$ cat src/rtl/fpmult_seq_if.sv
// Issue/result interface of the sequential IEEE-754 multiplier.
// Handshake: a transfer occurs on a rising clk edge where valid and ready are both high; the sender keeps its payload stable while valid is high and ready is low.
interface fpmult_seq_if #(
  parameter int EXP_W  = 8,
  parameter int FRAC_W = 23
);
  localparam int W = 1 + EXP_W + FRAC_W;

  logic         in_valid;
  logic         in_ready;
  logic [W-1:0] a;
  logic [W-1:0] b;
  logic         rm;
  logic         out_valid;
  logic         out_ready;
  logic [W-1:0] m;
  logic [3:0]   flags;

  modport master (
    output in_valid, a, b, rm, out_ready,
    input  in_ready, out_valid, m, flags
  );

  modport slave (
    input  in_valid, a, b, rm, out_ready,
    output in_ready, out_valid, m, flags
  );
endinterface

$ cat src/rtl/fpmult_seq.sv
// Multi-cycle IEEE-754 multiplier: shift-add significand product, one multiplier bit per cycle,
// then a single normalise/round/specials cycle. Subnormal operands are treated as zero.
module fpmult_seq #(
  parameter int EXP_W  = 8,
  parameter int FRAC_W = 23
) (
  input  logic        clk,
  input  logic        reset,
  fpmult_seq_if.slave bus,
  output logic [1:0]  state_dbg
);
  localparam int W     = 1 + EXP_W + FRAC_W;
  localparam int P     = FRAC_W + 1;
  localparam int ACC_W = 2 * P;
  localparam int CNT_W = $clog2(P);
  localparam int E_W   = EXP_W + 2;

  localparam logic [CNT_W-1:0]      CNT_LAST = CNT_W'(P - 1);
  localparam logic signed [E_W-1:0] BIAS     = E_W'((1 << (EXP_W - 1)) - 1);
  localparam logic signed [E_W-1:0] E_MAX    = E_W'((1 << EXP_W) - 1);
  localparam logic signed [E_W-1:0] E_ZERO   = '0;
  localparam logic [W-1:0]          QNAN     = {1'b0, {EXP_W{1'b1}}, 1'b1, {(FRAC_W-1){1'b0}}};

  typedef enum logic [1:0] {S_IDLE, S_MUL, S_NORM, S_DONE} state_t;

  state_t           state_q, state_d;
  logic [W-1:0]     a_q, a_d, b_q, b_d;
  logic             rm_q, rm_d;
  logic [CNT_W-1:0] cnt_q, cnt_d;
  logic [ACC_W-1:0] acc_q, acc_d;
  logic             in_ready_q, in_ready_d;
  logic             out_valid_q, out_valid_d;
  logic [W-1:0]     m_q, m_d;
  logic [3:0]       flags_q, flags_d;

  logic              sign;
  logic [EXP_W-1:0]  exp_a, exp_b;
  logic [FRAC_W-1:0] frac_a, frac_b;
  logic [P-1:0]      sig_a, sig_b;
  logic              a_zero, b_zero, a_inf, b_inf, a_nan, b_nan, a_snan, b_snan;

  always_comb begin
    sign   = a_q[W-1] ^ b_q[W-1];
    exp_a  = a_q[W-2 -: EXP_W];
    exp_b  = b_q[W-2 -: EXP_W];
    frac_a = a_q[FRAC_W-1:0];
    frac_b = b_q[FRAC_W-1:0];
    a_zero = (exp_a == '0);
    b_zero = (exp_b == '0);
    a_inf  = (&exp_a) & ~(|frac_a);
    b_inf  = (&exp_b) & ~(|frac_b);
    a_nan  = (&exp_a) & (|frac_a);
    b_nan  = (&exp_b) & (|frac_b);
    a_snan = a_nan & ~frac_a[FRAC_W-1];
    b_snan = b_nan & ~frac_b[FRAC_W-1];
    // A zero exponent drops the hidden bit entirely, so subnormals multiply as zero.
    sig_a  = a_zero ? '0 : {1'b1, frac_a};
    sig_b  = b_zero ? '0 : {1'b1, frac_b};
  end

  logic                  msb;
  logic [ACC_W-2:0]      norm;
  logic [FRAC_W-1:0]     frac_t;
  logic                  guard, sticky, round_up;
  logic [FRAC_W:0]       frac_r;
  logic signed [E_W-1:0] e_pre, e_rnd;
  logic [W-1:0]          m_res;
  logic [3:0]            flags_res;

  always_comb begin
    msb      = acc_q[ACC_W-1];
    norm     = msb ? acc_q[ACC_W-2:0] : {acc_q[ACC_W-3:0], 1'b0};
    frac_t   = norm[ACC_W-2 -: FRAC_W];
    guard    = norm[FRAC_W];
    sticky   = |norm[FRAC_W-1:0];
    round_up = ~rm_q & guard & (sticky | frac_t[0]);
    frac_r   = {1'b0, frac_t} + {{FRAC_W{1'b0}}, round_up};
    e_pre    = E_W'(exp_a) + E_W'(exp_b) - BIAS + E_W'(msb);
    // A carry out of the rounded fraction leaves all-zero fraction bits and bumps the exponent.
    e_rnd    = e_pre + E_W'(frac_r[FRAC_W]);

    m_res     = {sign, e_rnd[EXP_W-1:0], frac_r[FRAC_W-1:0]};
    flags_res = {3'b000, guard | sticky};
    if (a_nan | b_nan) begin
      m_res     = QNAN;
      flags_res = {a_snan | b_snan, 3'b000};
    end else if ((a_inf & b_zero) | (b_inf & a_zero)) begin
      m_res     = QNAN;
      flags_res = 4'b1000;
    end else if (a_inf | b_inf) begin
      m_res     = {sign, {EXP_W{1'b1}}, {FRAC_W{1'b0}}};
      flags_res = 4'b0000;
    end else if (a_zero | b_zero) begin
      m_res     = {sign, {(W-1){1'b0}}};
      flags_res = 4'b0000;
    end else if (e_pre <= E_ZERO) begin
      m_res     = {sign, {(W-1){1'b0}}};
      flags_res = 4'b0011;
    end else if (e_rnd >= E_MAX) begin
      m_res     = rm_q ? {sign, {(EXP_W-1){1'b1}}, 1'b0, {FRAC_W{1'b1}}}
                       : {sign, {EXP_W{1'b1}}, {FRAC_W{1'b0}}};
      flags_res = 4'b0101;
    end
  end

  always_comb begin
    state_d     = state_q;
    a_d         = a_q;
    b_d         = b_q;
    rm_d        = rm_q;
    cnt_d       = cnt_q;
    acc_d       = acc_q;
    in_ready_d  = in_ready_q;
    out_valid_d = out_valid_q;
    m_d         = m_q;
    flags_d     = flags_q;
    unique case (state_q)
      S_IDLE: begin
        if (bus.in_valid) begin
          a_d        = bus.a;
          b_d        = bus.b;
          rm_d       = bus.rm;
          acc_d      = '0;
          cnt_d      = '0;
          in_ready_d = 1'b0;
          state_d    = S_MUL;
        end
      end
      S_MUL: begin
        if (sig_b[cnt_q]) acc_d = acc_q + (ACC_W'(sig_a) << cnt_q);
        cnt_d = cnt_q + 1'b1;
        if (cnt_q == CNT_LAST) state_d = S_NORM;
      end
      S_NORM: begin
        m_d         = m_res;
        flags_d     = flags_res;
        out_valid_d = 1'b1;
        state_d     = S_DONE;
      end
      S_DONE: begin
        if (bus.out_ready) begin
          out_valid_d = 1'b0;
          in_ready_d  = 1'b1;
          state_d     = S_IDLE;
        end
      end
      default: state_d = S_IDLE;
    endcase
  end

  always_ff @(posedge clk) begin
    if (reset) begin
      state_q     <= S_IDLE;
      a_q         <= '0;
      b_q         <= '0;
      rm_q        <= 1'b0;
      cnt_q       <= '0;
      acc_q       <= '0;
      in_ready_q  <= 1'b1;
      out_valid_q <= 1'b0;
      m_q         <= '0;
      flags_q     <= '0;
    end else begin
      state_q     <= state_d;
      a_q         <= a_d;
      b_q         <= b_d;
      rm_q        <= rm_d;
      cnt_q       <= cnt_d;
      acc_q       <= acc_d;
      in_ready_q  <= in_ready_d;
      out_valid_q <= out_valid_d;
      m_q         <= m_d;
      flags_q     <= flags_d;
    end
  end

  assign bus.in_ready  = in_ready_q;
  assign bus.out_valid = out_valid_q;
  assign bus.m         = m_q;
  assign bus.flags     = flags_q;
  assign state_dbg     = state_q;

endmodule
$ cat src/flat_wrapper.sv
// flat-port wrapper written by rule: the top's interface ports become plain ports
module fpmult_seq_flat 
#(
  parameter int EXP_W  = 8,
  parameter int FRAC_W = 23
)
  (clk, reset, state_dbg, bus_in_valid, bus_a, bus_b, bus_rm, bus_out_ready, bus_in_ready, bus_out_valid, bus_m, bus_flags);
  fpmult_seq_if #(.EXP_W(EXP_W), .FRAC_W(FRAC_W)) bus_i ();
  input  logic clk;
  input  logic reset;
  output logic [1:0] state_dbg;
  input wire logic [$bits(bus_i.in_valid)-1:0] bus_in_valid;
  input wire logic [$bits(bus_i.a)-1:0] bus_a;
  input wire logic [$bits(bus_i.b)-1:0] bus_b;
  input wire logic [$bits(bus_i.rm)-1:0] bus_rm;
  input wire logic [$bits(bus_i.out_ready)-1:0] bus_out_ready;
  output wire logic [$bits(bus_i.in_ready)-1:0] bus_in_ready;
  output wire logic [$bits(bus_i.out_valid)-1:0] bus_out_valid;
  output wire logic [$bits(bus_i.m)-1:0] bus_m;
  output wire logic [$bits(bus_i.flags)-1:0] bus_flags;
  assign bus_i.in_valid = bus_in_valid;
  assign bus_i.a = bus_a;
  assign bus_i.b = bus_b;
  assign bus_i.rm = bus_rm;
  assign bus_i.out_ready = bus_out_ready;
  assign bus_in_ready = bus_i.in_ready;
  assign bus_out_valid = bus_i.out_valid;
  assign bus_m = bus_i.m;
  assign bus_flags = bus_i.flags;
  fpmult_seq #(.EXP_W(EXP_W), .FRAC_W(FRAC_W)) u_core (.clk(clk), .reset(reset), .bus(bus_i), .state_dbg(state_dbg));
endmodule
$ cat config.mk
export PLATFORM = sky130hd
export DESIGN_NAME = fpmult_seq_flat
export DESIGN_NICKNAME = d
export VERILOG_FILES = /design/src/rtl/fpmult_seq_if.sv /design/src/rtl/fpmult_seq.sv /design/src/flat_wrapper.sv
export SDC_FILE = /design/constraint.sdc
export NUM_CORES = 1
export LEC_CHECK = 0
export CORE_MARGIN = 10
export CORE_UTILIZATION = 45
export DETAILED_ROUTE_END_ITERATION = 7
export GPL_TIMING_DRIVEN = 1
export HOLD_SLACK_MARGIN = 0.08
export PLACE_DENSITY_LB_ADDON = 0.05
export SYNTH_ARGS = -nofsm -noshare
export SYNTH_HDL_FRONTEND = slang
export SYNTH_SLANG_ARGS = --single-unit
$ cat constraint.sdc
create_clock -name clk -period 6.9 [get_ports clk]
set_input_delay 1.38 -clock clk [delete_from_list [all_inputs] [get_ports clk]]
set_output_delay 1.38 -clock clk [all_outputs]
set_load 0.02 [all_outputs]
==> impl_metrics.env <==
export IMPL_cp_start_kind="flip-flop"
export IMPL_crit_fanout=27
export IMPL_routed_wirelength_um=38200
export IMPL_critPathCaptureType="flip-flop"
export IMPL_numPortBuffers=108
export IMPL_period_share_pct=79.6
export IMPL_layout_drive_gt1_share_pct=7.54
export IMPL_vias_per_cell=6.00
export IMPL_ios=109
export IMPL_dieArea_mm2=0.0343
export IMPL_clock_latency_ns=0.43
export IMPL_pwr_share_comb_pct=43.3
export IMPL_outcome="finished clean"
export IMPL_cts_sinks=158
export IMPL_drv_slew=0
export IMPL_switching_power_mw=1.63
export IMPL_cts_tree="yes"
export IMPL_rows=60
export IMPL_routedWlPerCell_um=18.9
export IMPL_ctsHoldBuffers=0
export IMPL_synth_top_area_share_pct=25.8
export IMPL_pwr_share_seq_pct=31.0
export IMPL_cts_resized=0
export IMPL_core_area_mm2=0.0269
export IMPL_cp_required_ns=7.21
export IMPL_via_count=12200
export IMPL_synth_edff_count=0
export IMPL_worstMarginPinSlew_ns=0.949
export IMPL_async_reset_ff_share_pct=0
export IMPL_drv_cap=0
export IMPL_crit_type="reg2reg"
export IMPL_synth_nets=1770
export IMPL_p_leak_nw=5.40
export IMPL_finalSetupTns_ns=0
export IMPL_yosysUniqueCellTypes=88
export IMPL_ys_seq_elements=158
export IMPL_fp_dieH_um=185
export IMPL_finalSetupViolations=0
export IMPL_skew_ns=0.0218
export IMPL_yosys_area_top_type="dfxtp_1"
export IMPL_grt_pass1_wl_um=60900
export IMPL_timing_fmax_ghz=0.182
export IMPL_post_dp_hpwl_um=28500
export IMPL_netlist_area_mm2=0.0123
export IMPL_gp_congestion=0.932
export IMPL_rsz0062_at_grt="no"
export IMPL_design_area_mm2=0.0141
export IMPL_hp_class="reg2reg"
export IMPL_preCtsSetupSlack_ns=1.47
export IMPL_area_growth_pct=14.7
export IMPL_yosys_most_used_dff="dfxtp_1"
export IMPL_synthTopCellsByArea="dfxtp_1 26%, nand2_1 9.4%, a21oi_1 7.4%, ha_1 6.7%, nor2_1 3.4%"
export IMPL_grtUsageTotal_pct=21.8
export IMPL_cellPowerDensity_mw_per_mm2=268
export IMPL_cts_max_level=4
export IMPL_clockRootBuffer="clkbuf_16"
export IMPL_gr_total_overflow=0
export IMPL_ant_nets=0
export IMPL_max_slew_margin_pct=36.3
export IMPL_hold_violations=0
export IMPL_syn_area_per_cell_um2=7.51
export IMPL_postCtsSetupRepairBufs=0
export IMPL_yosysWarningCount=0
export IMPL_fin_crit_ns=5.50
export IMPL_placed_area_mm2=0.0135
export IMPL_dr_pass1_iters=5
export IMPL_switching_share_pct=43.2
export IMPL_yosysSeqAreaShare_pct=25.8
export IMPL_cts_buffer_depth=2
export IMPL_drt_iter0_drc=934
export IMPL_nNetsFinal=1808
export IMPL_synthCells=1633
export IMPL_internal_power_mw=2.14
export IMPL_vdd_drop_max_mv=0.149
export IMPL_cts_clk_slew_worst_paths_ns=0.08
export IMPL_cts_inserted_buffers=17
export IMPL_die_x_um=185
export IMPL_worst_ep_arrival_time_ns=5.81
export IMPL_grt_pass1_vias=11200
export IMPL_final_common_cell="nand2_1"
export IMPL_diodes=0
export IMPL_grt_max_degree=68
export IMPL_setup_ws_ns=1.40
export IMPL_antenna_found_initial=0
export IMPL_final_util_pct=52.3
export IMPL_nFillCells=2671
export IMPL_drcViolationCount=0
export IMPL_clockPowerShare_pct=25.7
export IMPL_final_cell_mix="307 x nand2_1, 182 x a21oi_1, 157 x dfxtp_1"
export IMPL_start_util_pct=45.6
## per-layer routing
metal | global-route usage [%] | part of all wire, %
met5 | 0 | 0
met3 | 2.72 | 4.7
met1 | 30.5 | 48
met2 | 34.8 | 46
met4 | 5.40 | 1.3
## kinds of logic (layout without fill, tap and decap cells)
group                      count (synthesis)  after routing  share of synthesized area, %
and+or+nand+nor                          624            624                          23.2
AOI/OAI and AO/OA                        543            543                          30.4
DFF                                      158            158                          25.8
buffers and inverters                    138            189                          4.57
adders and majority gates                 68             68                          7.06
xor gates and xnor gates                  56             56                          4.12
muxes                                     46             46                          4.88
## cells in the mapped netlist (11+ instances only)
cell / count
inv_1: 28
xor2_1: 18
o22ai_1: 14
mux2i_1: 26
o21ai_1: 12
a31oi_1: 12
nand3_1: 38
nor4_1: 20
nand4_1: 15
o211ai_1: 14
o21ai_0: 79
and2_1: 14
nor3_1: 30
a21o_1: 42
clkbuf_1: 84
o21bai_1: 11
nand2_1: 308
a211oi_1: 31
xnor2_1: 36
and3_1: 23
a311oi_1: 16
nand2b_1: 15
ha_1: 66
a22oi_1: 21
dfxtp_1: 158
a221oi_2: 18
nor2b_1: 13
a21oi_1: 182
nor2_1: 110
## critical path, stage by stage (launching register included)
cell      delay, ns
dfxtp_1        0.34
nor4_1         0.49
nand4_1        0.31
nor3_1         0.26
nor3_1         0.08
ha_1           0.24
and4_1         0.24
and3_1         0.21
and4_1         0.22
and3_1         0.28
nand2_1        0.15
nor3_1         0.08
ha_1           0.24
ha_1           0.26
xnor2_1        0.16
xnor2_1        0.15
nand3_1        0.10
and4bb_1       0.23
a211oi_1       0.24
nor3_1         0.10
a31oi_4        0.21
buf_4          0.41
nand4b_1       0.17
a32o_1         0.23
## final cells by class
class	count	area [um2]	area share (%)
Clock buffer	18	439	3.12
Clock inverter	14	146	1.04
Inverter	31	116	0.827
Multi-Input combinational cell	1337	8560	60.8
Sequential cell	158	3160	22.5
Tap cell	341	427	3.03
Timing Repair Buffer	126	1210	8.63
## stage by stage
step / hold slack [ns] / cells / power (mW)
floorplan: 0.446 / 1633 / 2.29
global placement: 0.454 / 1993 / 2.79
detailed placement: 0.459 / 1993 / 2.80
CTS: 0.469 / 2025 / 3.78
global route: 0.491 / 2025 / 3.99
finish: 0.468 / 2025 / 3.76
## registers in the layout, summed over array words and instances, names as in the netlist
signal / count
u_core.acc_q: 48
u_core.a_q: 32
u_core.b_q: 32
u_core.bus.m: 32
u_core.cnt_q: 5
u_core.bus.flags: 4
u_core.state_dbg: 2
u_core.bus.in_ready: 1
u_core.bus.out_valid: 1
u_core.rm_q: 1
## power groups by stage
stage / clock network (mW) / logic [mW] / registers, mW
finish: 0.967 / 1.63 / 1.17
global route: 1.02 / 1.79 / 1.18
CTS: 0.988 / 1.62 / 1.17
detailed placement: 0 / 1.62 / 1.19
global placement: 0 / 1.60 / 1.19
floorplan: 0 / 1.11 / 1.17
## final timing paths
check	start	end	slack [ns]	depth (start not counted)
setup reg to reg	u_core.acc_q[2]	u_core.bus.flags[0]	1.40	23
setup / recovery	u_core.acc_q[2]	u_core.bus.flags[0]	1.40	23
hold reg to reg	u_core.bus.m[31]	u_core.bus.m[31]	0.47	2
hold / removal	u_core.bus.m[31]	u_core.bus.m[31]	0.47	2
No activity file was read; power rests on OpenSTA's default activity.
